$ cat config.mk
export PLATFORM = sky130hd
export DESIGN_NAME = multicycle_controller_flat
export DESIGN_NICKNAME = d
export VERILOG_FILES = /design/src/rtl/multicycle_controller_if.sv /design/src/rtl/multicycle_controller.sv /design/src/flat_wrapper.sv
export SDC_FILE = /design/constraint.sdc
export NUM_CORES = 1
export LEC_CHECK = 0
export ABC_AREA = 1
export CAP_MARGIN = 40
export CELL_PAD_IN_SITES_DETAIL_PLACEMENT = 0
export CELL_PAD_IN_SITES_GLOBAL_PLACEMENT = 1
export CORE_MARGIN = 3
export CORE_UTILIZATION = 45
export DETAILED_ROUTE_END_ITERATION = 16
export DONT_BUFFER_PORTS = 1
export PLACE_DENSITY_LB_ADDON = 0.08
export SLEW_MARGIN = 20
export SYNTH_ARGS = -nofsm -noshare
export SYNTH_HDL_FRONTEND = slang
export SYNTH_SLANG_ARGS = --single-unit
$ cat constraint.sdc
create_clock -name clk -period 2 [get_ports clk]
set_input_delay 0.3 -clock clk [delete_from_list [all_inputs] [get_ports clk]]
set_output_delay 0.3 -clock clk [all_outputs]
set_load 0.02 [all_outputs]
$ cat src/rtl/multicycle_controller_if.sv
// Control/handshake bundle between the multicycle sequencer and the core datapath.
// The master is the controller; the slave is the datapath and data memory.
interface multicycle_controller_if;
    logic [5:0] opcode;
    logic       alu_taken;
    logic       mem_ack;
    logic       ir_write;
    logic       reg_write;
    logic       link_write;
    logic       mem_to_reg;
    logic       mem_req;
    logic       mem_we;
    logic       pc_write;
    logic [1:0] pc_src;

    modport master (
        input  opcode, alu_taken, mem_ack,
        output ir_write, reg_write, link_write, mem_to_reg,
               mem_req, mem_we, pc_write, pc_src
    );

    modport slave (
        output opcode, alu_taken, mem_ack,
        input  ir_write, reg_write, link_write, mem_to_reg,
               mem_req, mem_we, pc_write, pc_src
    );
endinterface

$ cat src/rtl/multicycle_controller.sv
// Multi-cycle FETCH/DECODE/EXECUTE/MEMORY/WRITEBACK sequencer for the bubble core,
// with a variable-latency data memory handshake, memory timeout trap and retire counter.
module multicycle_controller #(
    parameter int MEM_TIMEOUT = 15,
    parameter int COUNT_W     = 16
) (
    input  logic                  clk,
    input  logic                  rst,
    input  logic                  start,
    multicycle_controller_if.master bus,
    output logic [2:0]            state,
    output logic                  busy,
    output logic                  err,
    output logic [COUNT_W-1:0]    instr_count
);
    typedef enum logic [2:0] {
        S_IDLE      = 3'd0,
        S_FETCH     = 3'd1,
        S_DECODE    = 3'd2,
        S_EXECUTE   = 3'd3,
        S_MEMORY    = 3'd4,
        S_WRITEBACK = 3'd5,
        S_HALT      = 3'd6
    } state_t;

    localparam int WAIT_W = (MEM_TIMEOUT < 2) ? 1 : $clog2(MEM_TIMEOUT + 1);
    localparam logic [WAIT_W-1:0] WAIT_LAST = WAIT_W'(MEM_TIMEOUT - 1);

    localparam logic [5:0] OP_STORE = 6'b010001;
    localparam logic [5:0] OP_LOAD  = 6'b010010;
    localparam logic [5:0] OP_JR    = 6'b101000;
    localparam logic [5:0] OP_JAL   = 6'b101001;
    localparam logic [5:0] OP_HALT  = 6'b111111;

    state_t             state_r;
    logic [5:0]         op_q_r;
    logic [WAIT_W-1:0]  wait_cnt_r;
    logic               err_r;
    logic [COUNT_W-1:0] instr_count_r;

    logic       ir_write_s;
    logic       reg_write_s;
    logic       link_write_s;
    logic       mem_to_reg_s;
    logic       mem_req_s;
    logic       mem_we_s;
    logic       pc_write_s;
    logic [1:0] pc_src_s;
    logic       is_store_s;
    logic       is_load_s;

    assign is_store_s = (op_q_r == OP_STORE);
    assign is_load_s  = (op_q_r == OP_LOAD);

    // Datapath strobes decoded from the registered state and latched opcode.
    always_comb begin
        ir_write_s   = 1'b0;
        reg_write_s  = 1'b0;
        link_write_s = 1'b0;
        mem_to_reg_s = 1'b0;
        mem_req_s    = 1'b0;
        mem_we_s     = 1'b0;
        pc_write_s   = 1'b0;
        pc_src_s     = 2'b00;
        case (state_r)
            S_FETCH: begin
                ir_write_s = 1'b1;
            end
            S_EXECUTE: begin
                case (op_q_r[5:4])
                    2'b01: begin
                        // Unknown memory-class opcodes retire as a NOP.
                        if (!is_store_s && !is_load_s) begin
                            pc_write_s = 1'b1;
                        end else begin
                            pc_write_s = 1'b0;
                        end
                    end
                    2'b10: begin
                        pc_write_s = 1'b1;
                        if (op_q_r == OP_JR) begin
                            pc_src_s = 2'b10;
                        end else if (op_q_r == OP_JAL) begin
                            link_write_s = 1'b1;
                            pc_src_s     = 2'b01;
                        end else begin
                            pc_src_s = bus.alu_taken ? 2'b01 : 2'b00;
                        end
                    end
                    default: begin
                        pc_write_s = 1'b0;
                    end
                endcase
            end
            S_MEMORY: begin
                mem_req_s = 1'b1;
                mem_we_s  = is_store_s;
                if (bus.mem_ack && is_store_s) begin
                    pc_write_s = 1'b1;
                end else begin
                    pc_write_s = 1'b0;
                end
            end
            S_WRITEBACK: begin
                reg_write_s  = 1'b1;
                mem_to_reg_s = is_load_s;
                pc_write_s   = 1'b1;
            end
            default: begin
                ir_write_s = 1'b0;
            end
        endcase
    end

    // Sequencer state, latched opcode, memory wait counter, sticky error and retire count.
    always_ff @(posedge clk or posedge rst) begin
        if (rst) begin
            state_r       <= S_IDLE;
            op_q_r        <= 6'd0;
            wait_cnt_r    <= '0;
            err_r         <= 1'b0;
            instr_count_r <= '0;
        end else begin
            if (pc_write_s) begin
                instr_count_r <= instr_count_r + COUNT_W'(1);
            end
            case (state_r)
                S_IDLE: begin
                    state_r <= start ? S_FETCH : S_IDLE;
                end
                S_FETCH: begin
                    state_r <= S_DECODE;
                end
                S_DECODE: begin
                    op_q_r  <= bus.opcode;
                    state_r <= (bus.opcode == OP_HALT) ? S_HALT : S_EXECUTE;
                end
                S_EXECUTE: begin
                    case (op_q_r[5:4])
                        2'b00, 2'b11: state_r <= S_WRITEBACK;
                        2'b01: begin
                            if (is_store_s || is_load_s) begin
                                state_r <= S_MEMORY;
                            end else begin
                                err_r   <= 1'b1;
                                state_r <= S_FETCH;
                            end
                        end
                        default: state_r <= S_FETCH;
                    endcase
                end
                S_MEMORY: begin
                    // An ack arriving on the timeout cycle still completes the access.
                    if (bus.mem_ack) begin
                        wait_cnt_r <= '0;
                        state_r    <= is_store_s ? S_FETCH : S_WRITEBACK;
                    end else if (wait_cnt_r == WAIT_LAST) begin
                        wait_cnt_r <= '0;
                        err_r      <= 1'b1;
                        state_r    <= S_HALT;
                    end else begin
                        wait_cnt_r <= wait_cnt_r + WAIT_W'(1);
                    end
                end
                S_WRITEBACK: begin
                    state_r <= S_FETCH;
                end
                S_HALT: begin
                    state_r <= S_HALT;
                end
                default: begin
                    state_r <= S_IDLE;
                end
            endcase
        end
    end

    assign bus.ir_write   = ir_write_s;
    assign bus.reg_write  = reg_write_s;
    assign bus.link_write = link_write_s;
    assign bus.mem_to_reg = mem_to_reg_s;
    assign bus.mem_req    = mem_req_s;
    assign bus.mem_we     = mem_we_s;
    assign bus.pc_write   = pc_write_s;
    assign bus.pc_src     = pc_src_s;

    assign state       = state_r;
    assign busy        = (state_r != S_IDLE) && (state_r != S_HALT);
    assign err         = err_r;
    assign instr_count = instr_count_r;
endmodule

$ cat src/flat_wrapper.sv
// flat-port wrapper written by rule: the top's interface ports become plain ports
module multicycle_controller_flat 
#(
    parameter int MEM_TIMEOUT = 15,
    parameter int COUNT_W     = 16
)
  (clk, rst, start, state, busy, err, instr_count, bus_opcode, bus_alu_taken, bus_mem_ack, bus_ir_write, bus_reg_write, bus_link_write, bus_mem_to_reg, bus_mem_req, bus_mem_we, bus_pc_write, bus_pc_src);
  multicycle_controller_if bus_i ();
  input  logic clk;
  input  logic rst;
  input  logic start;
  output logic [2:0] state;
  output logic busy;
  output logic err;
  output logic [COUNT_W-1:0] instr_count;
  input wire logic [$bits(bus_i.opcode)-1:0] bus_opcode;
  input wire logic [$bits(bus_i.alu_taken)-1:0] bus_alu_taken;
  input wire logic [$bits(bus_i.mem_ack)-1:0] bus_mem_ack;
  output wire logic [$bits(bus_i.ir_write)-1:0] bus_ir_write;
  output wire logic [$bits(bus_i.reg_write)-1:0] bus_reg_write;
  output wire logic [$bits(bus_i.link_write)-1:0] bus_link_write;
  output wire logic [$bits(bus_i.mem_to_reg)-1:0] bus_mem_to_reg;
  output wire logic [$bits(bus_i.mem_req)-1:0] bus_mem_req;
  output wire logic [$bits(bus_i.mem_we)-1:0] bus_mem_we;
  output wire logic [$bits(bus_i.pc_write)-1:0] bus_pc_write;
  output wire logic [$bits(bus_i.pc_src)-1:0] bus_pc_src;
  assign bus_i.opcode = bus_opcode;
  assign bus_i.alu_taken = bus_alu_taken;
  assign bus_i.mem_ack = bus_mem_ack;
  assign bus_ir_write = bus_i.ir_write;
  assign bus_reg_write = bus_i.reg_write;
  assign bus_link_write = bus_i.link_write;
  assign bus_mem_to_reg = bus_i.mem_to_reg;
  assign bus_mem_req = bus_i.mem_req;
  assign bus_mem_we = bus_i.mem_we;
  assign bus_pc_write = bus_i.pc_write;
  assign bus_pc_src = bus_i.pc_src;
  multicycle_controller #(.MEM_TIMEOUT(MEM_TIMEOUT), .COUNT_W(COUNT_W)) u_core (.clk(clk), .rst(rst), .start(start), .bus(bus_i), .state(state), .busy(busy), .err(err), .instr_count(instr_count));
endmodule
After elaboration in Yosys (flattened, before gate mapping). Index checks and enable logic that the tools add are counted.

$add $sub $neg: 2. Eq/ne operators: 21. Muxes and demuxes: 33. Reduce and logical (&&, ||, !) cells: 12.

Operators by type and width (number): $pmux 3 s7 (1); $eq 6x6->1 const B (3); $mux 1 (17); $add 16x1->16 const B (1); $mux 3 (5); $eq 6x5->1 const B (2); $eq 3x3->1 const B (3); $mux 2 (4); $mux 4 (2); $eq 3x2->1 const B (2); $pmux 3 s2 (1); $reduce_and 5->1 (1); $add 4x1->4 const B (1); $eq 2x2->1 const B (2); $eq 4x4->1 const B (1); $ne 2x1->1 const B (2); $ne 2x2->1 const B (2); $pmux 1 s2 (2); $eq 3x1->1 const B (1); $logic_and 1x1->1 (3); $logic_not 3->1 (1); $ne 3x2->1 const B (1); $ne 3x3->1 const B (1); $pmux 1 s3 (1); 7 further kinds (8).

Flip-flop bits (word level): 30. Input port bits: 11. Output and inout port bits: 30.

Logic depth before layout (Yosys ltp).
Depth after elaboration: 6. Depth in mapped cells: 10.

Least setup slack after synthesis. OpenSTA, ideal clock, no wires.

Kind: register to output. From: reg u_core.state_r[2], in the netlist u_core.state[2]. To: out bus_pc_write. Arrival: 1.382 ns. Data required time: 1.700 ns. Path slack: 0.318 ns. Stages on the path, launching flop included: 8. Path buffers: 2. Cell sequence: dfrtp_1 -> buf_6 -> nor3_4 -> inv_2 -> nor2_4 -> nand2_4 -> nand2_8 -> buf_12.

Word-level cells in the longest chain between the ends: 2.

Ends and longest elaborated chain: from (decl) (RTL line multicycle_controller.sv:35) `state_t state_r;`; from (signal assigned) (RTL line multicycle_controller.sv:129) `state_r <= start ? S_FETCH : S_IDLE;`; from (signal assigned) (RTL line multicycle_controller.sv:136) `state_r <= (bus.opcode == OP_HALT) ? S_HALT : S_EXECUTE;`; from (signal assigned) (RTL line multicycle_controller.sv:156) `state_r <= is_store_s ? S_FETCH : S_WRITEBACK;`; $eq 3x3->1 or $eq 3x2->1 (tied branches) (RTL line multicycle_controller.sv:65) `case (state_r)`; $pmux 1 s3 * (RTL line multicycle_controller.sv:65); to (decl) (RTL line flat_wrapper.sv:25) `output wire logic [$bits(bus_i.pc_write)-1:0] bus_pc_write;`.

Every way passes the cells marked *; elsewhere a longest branch is shown, timed or not.

Worst setup path after layout.
From: reg u_core.op_q_r[5]. To: out bus_pc_write.

Word-level cells in the longest chain between the ends: 6.

Ends and longest elaborated chain: from (decl) (RTL line multicycle_controller.sv:36) `logic [5:0] op_q_r;`; from (signal assigned) (RTL line multicycle_controller.sv:135) `op_q_r <= bus.opcode;`; $eq 6x5->1 (on tied branches) (RTL line multicycle_controller.sv:52, multicycle_controller.sv:53); $logic_not 1->1 (RTL line multicycle_controller.sv:73) `if (!is_store_s && !is_load_s) begin`; $logic_and 1x1->1 (RTL line multicycle_controller.sv:73); $mux 1 (RTL line multicycle_controller.sv:73); $pmux 1 s2 (RTL line multicycle_controller.sv:70) `case (op_q_r[5:4])`; $pmux 1 s3 * (RTL line multicycle_controller.sv:65).

Marks and branches as above.

==> impl_metrics.ini <==
[outcome]
outcome = finished, final reports clean

[routing]
route.detailed.drc = 0
wl_per_cell_um = 14.4
drtIter0Drc = 106
firstDrtPassIters = 5
postRouteAntennaNets = 0
vias = 1642
routed_wl_um = 4600
vias_per_cell = 5.13

[clock_tree]
cts_buffers = 5
cts_tree = done
cts-root-buf = clkbuf_8
clockBufferDepth = 2
cts.sinks = 30
clk_latency_ns = 0.28
h-tree-depth = 2
clk_pin_slew_ns = 0.06

[yosys]
ys_ff_latch = 30
synth_area_leaders = dfrtp_1, nand2_1, nand3_1, nor2_1, ha_1
syn_area_um2 = 1920
synth_cells = 249
yosysTopAreaCell = dfrtp_1
syn_nets = 266
synth_top_area_share_pct = 39.1
synth-seq-area-share_pct = 39.1
ys_warn_count = 0
synth.distinct_cells = 31
avgSynthCellArea_um2 = 7.71

[global_routing]
antenna_found_initial = 0
grt-ovfl-total = 0
grt_first_pass_wirelength_um = 7460
grt_usage_pct = 18.9
grt_pass1_vias = 1517
grt_start_max_net_pins = 31

[die]
initial_utilization_pct = 47.3
ioPinCount = 41
core-area_um2 = 4060
dieHeight_um = 71.3
die-area_um2 = 5090
rows = 23
die_w_um = 71.3

[power_and_ir_drop]
peakVddDrop_mv = 0.714
p_leak_nw = 1.05
power.internal_mw = 1.42
powerDensity_nw_per_um2 = 1190
clkPwrFrac_pct = 17.7
swShare_pct = 45.4
switching_power_mw = 1.18
seqPwrFrac_pct = 38.2
comb_power_share_pct = 44.1

[worst_setup_path]
reg2reg_slack_ns = 0.32
cp.required_ns = 1.70
critPathMaxStageDelay_ns = 0.40
cp.arrival_ns = 1.59
critical_path.top_delay_family = simple AND/OR/NAND/NOR gates
rr_endpoint = u_core.instr_count[8]
critical_path.slowest_cell = dfrtp_1
worstReg2RegStart = u_core.op_q_r[5]
rr_worst_depth = 9
critPathBufInv = 1
endpoint_kind = primary output
path_cells = inv_1, ha_2, nand4_1, nor2_4, nor2_8, nand2_8
criticalPathCategory = flip-flop to primary output
crit_path_start_kind = flip-flop
crit_fanout = 14

[finish]
area_growth_pct = 14.1
layout.nets = 287
fin_area_um2 = 2190
drive_gt1_share_pct = 17.8
diodes = 0
fin_util_pct = 54.0

[timing]
fmax_mhz = 528
fin_crit_sh_pct = 94.6
tns_ns = 0
period_needed_ns = 1.89
rsz0062_at_grt = no
worst_pin_slew_ns = 0.458
hold_violations = 0
timing.slew.headroom_pct = 69.6
slew_viol_final = 0
fin_skew_ns = 0.00629
final-setup-viol-count = 0

[placed_design]
dpl.hpwl_um = 3240
finalWeightedCongestion = 0.798
place_area_um2 = 2000
port_buffers = 0

[min_path]
min_delay_worst_endpoint = u_core.op_q_r[1]
hold_path_depth = 2
hold_path.class = input pin to flip-flop
worstHoldStart = bus_opcode[1]

[run]
drv_cap = 0
==> routing by layer <==
layer  vias up  part of all wire, %  track usage (%)
met5         -                    0                0
met4         0                  1.1             5.01
met3         6                  6.8             7.15
met2        43                   43             25.4
met1       748                   49             28.4
li1        845                    -                -
==> worst reg2reg max path, delay by kind of cell (launching register included) <==
kind / cells / cell delay [ns]
and+or+nand+nor: 6 / 0.75
DFF: 1 / 0.38
buffers and inverters: 2 / 0.26
adders and majority gates: 1 / 0.19
==> metrics by stage <==
step,hold slack [ns],power (mW),std cells,setup slack [ns]
4_1_cts,0.139,2.53,311,0.0159
3_3_place_gp,0.299,2.05,303,0.343
6_report,0.140,2.60,320,0.107
2_1_floorplan,0.391,1.82,249,0.318
5_1_grt,0.130,2.82,320,0.00716
3_5_place_dp,0.302,2.06,303,0.323
==> layout by cell type, fill, tap and decap left out, types with 3 or more instances in the layout <==
cell,n
nand2_1,70
nand3_1,30
dfrtp_1,30
nor2_1,22
inv_1,17
buf_4,16
nand2_2,10
o21ai_0,10
xnor2_1,7
nand4_1,6
xor2_1,6
nor3_1,5
ha_1,5
clkbuf_8,5
a21oi_1,4
inv_2,3
and2_1,3
==> kinds of logic (layout without fill, tap and decap cells) <==
group / Yosys count / in the layout / synth area share [%]
flip-flops: 30 / 30 / 39.1
multiplexers: 1 / 1 / 0.586
AO/OA/AOI/OAI: 15 / 15 / 4.04
AND/OR/NAND/NOR: 159 / 161 / 40.1
XOR/XNOR: 13 / 13 / 5.93
buffers and inverters: 25 / 44 / 6.38
adder cells (fa/ha/maj): 6 / 6 / 3.91
==> final cells by class <==
cell class,instances,area [um2]
Inverter,20,75.1
Multi-Input combinational cell,196,1100
Sequential cell,30,751
Clock buffer,7,76.3
Tap cell,50,62.6
Fill cell,395,1870
Timing Repair Buffer,17,130
==> power by group through the flow <==
stage	logic [mW]	registers [mW]	clock network (mW)
2_1_floorplan	0.826	0.989	0
3_3_place_gp	1.06	0.995	0
3_5_place_dp	1.06	0.998	0
4_1_cts	1.06	0.989	0.472
5_1_grt	1.30	1.02	0.499
6_report	1.15	0.992	0.461
==> synth_stat cells, drive strengths merged <==
cell	number
nand4	6
xnor2	7
o21ai	10
and2	3
nor3b	1
nand3b	2
xor2	6
buf	4
nand2	82
nand3	32
ha	6
nor3	6
dfrtp	30
clkbuf	1
nor2	27
o211ai	1
mux2	1
inv	20
a21oi	4
==> what timing repair did <==
action / CTS / global route
hold buffers: 1 / 0
setup buffers: 0 / 7
hold endpoints to repair: 8 / 0
gates resized for setup: 0 / 6
endpoints found under the setup margin: 0 / 1
==> registers in the layout, indices dropped and copies added, names as in the netlist <==
| name | count |
|---|---|
| u_core.err | 1 |
| u_core.instr_count | 16 |
| u_core.op_q_r | 6 |
| u_core.state | 3 |
| u_core.wait_cnt_r | 4 |
==> worst max path at each step <==
stage	from	depth (start not counted)	endpoint
after detailed placement	u_core.op_q_r[0]	7	bus_pc_write
after global placement	u_core.op_q_r[2]	6	bus_pc_write
after CTS	u_core.op_q_r[0]	7	bus_pc_write
after floorplan	u_core.state[2]	7	bus_pc_write
after global routing	u_core.op_q_r[5]	6	bus_pc_write
final	u_core.op_q_r[5]	6	bus_pc_write
(Power assumes the default switching activity.)
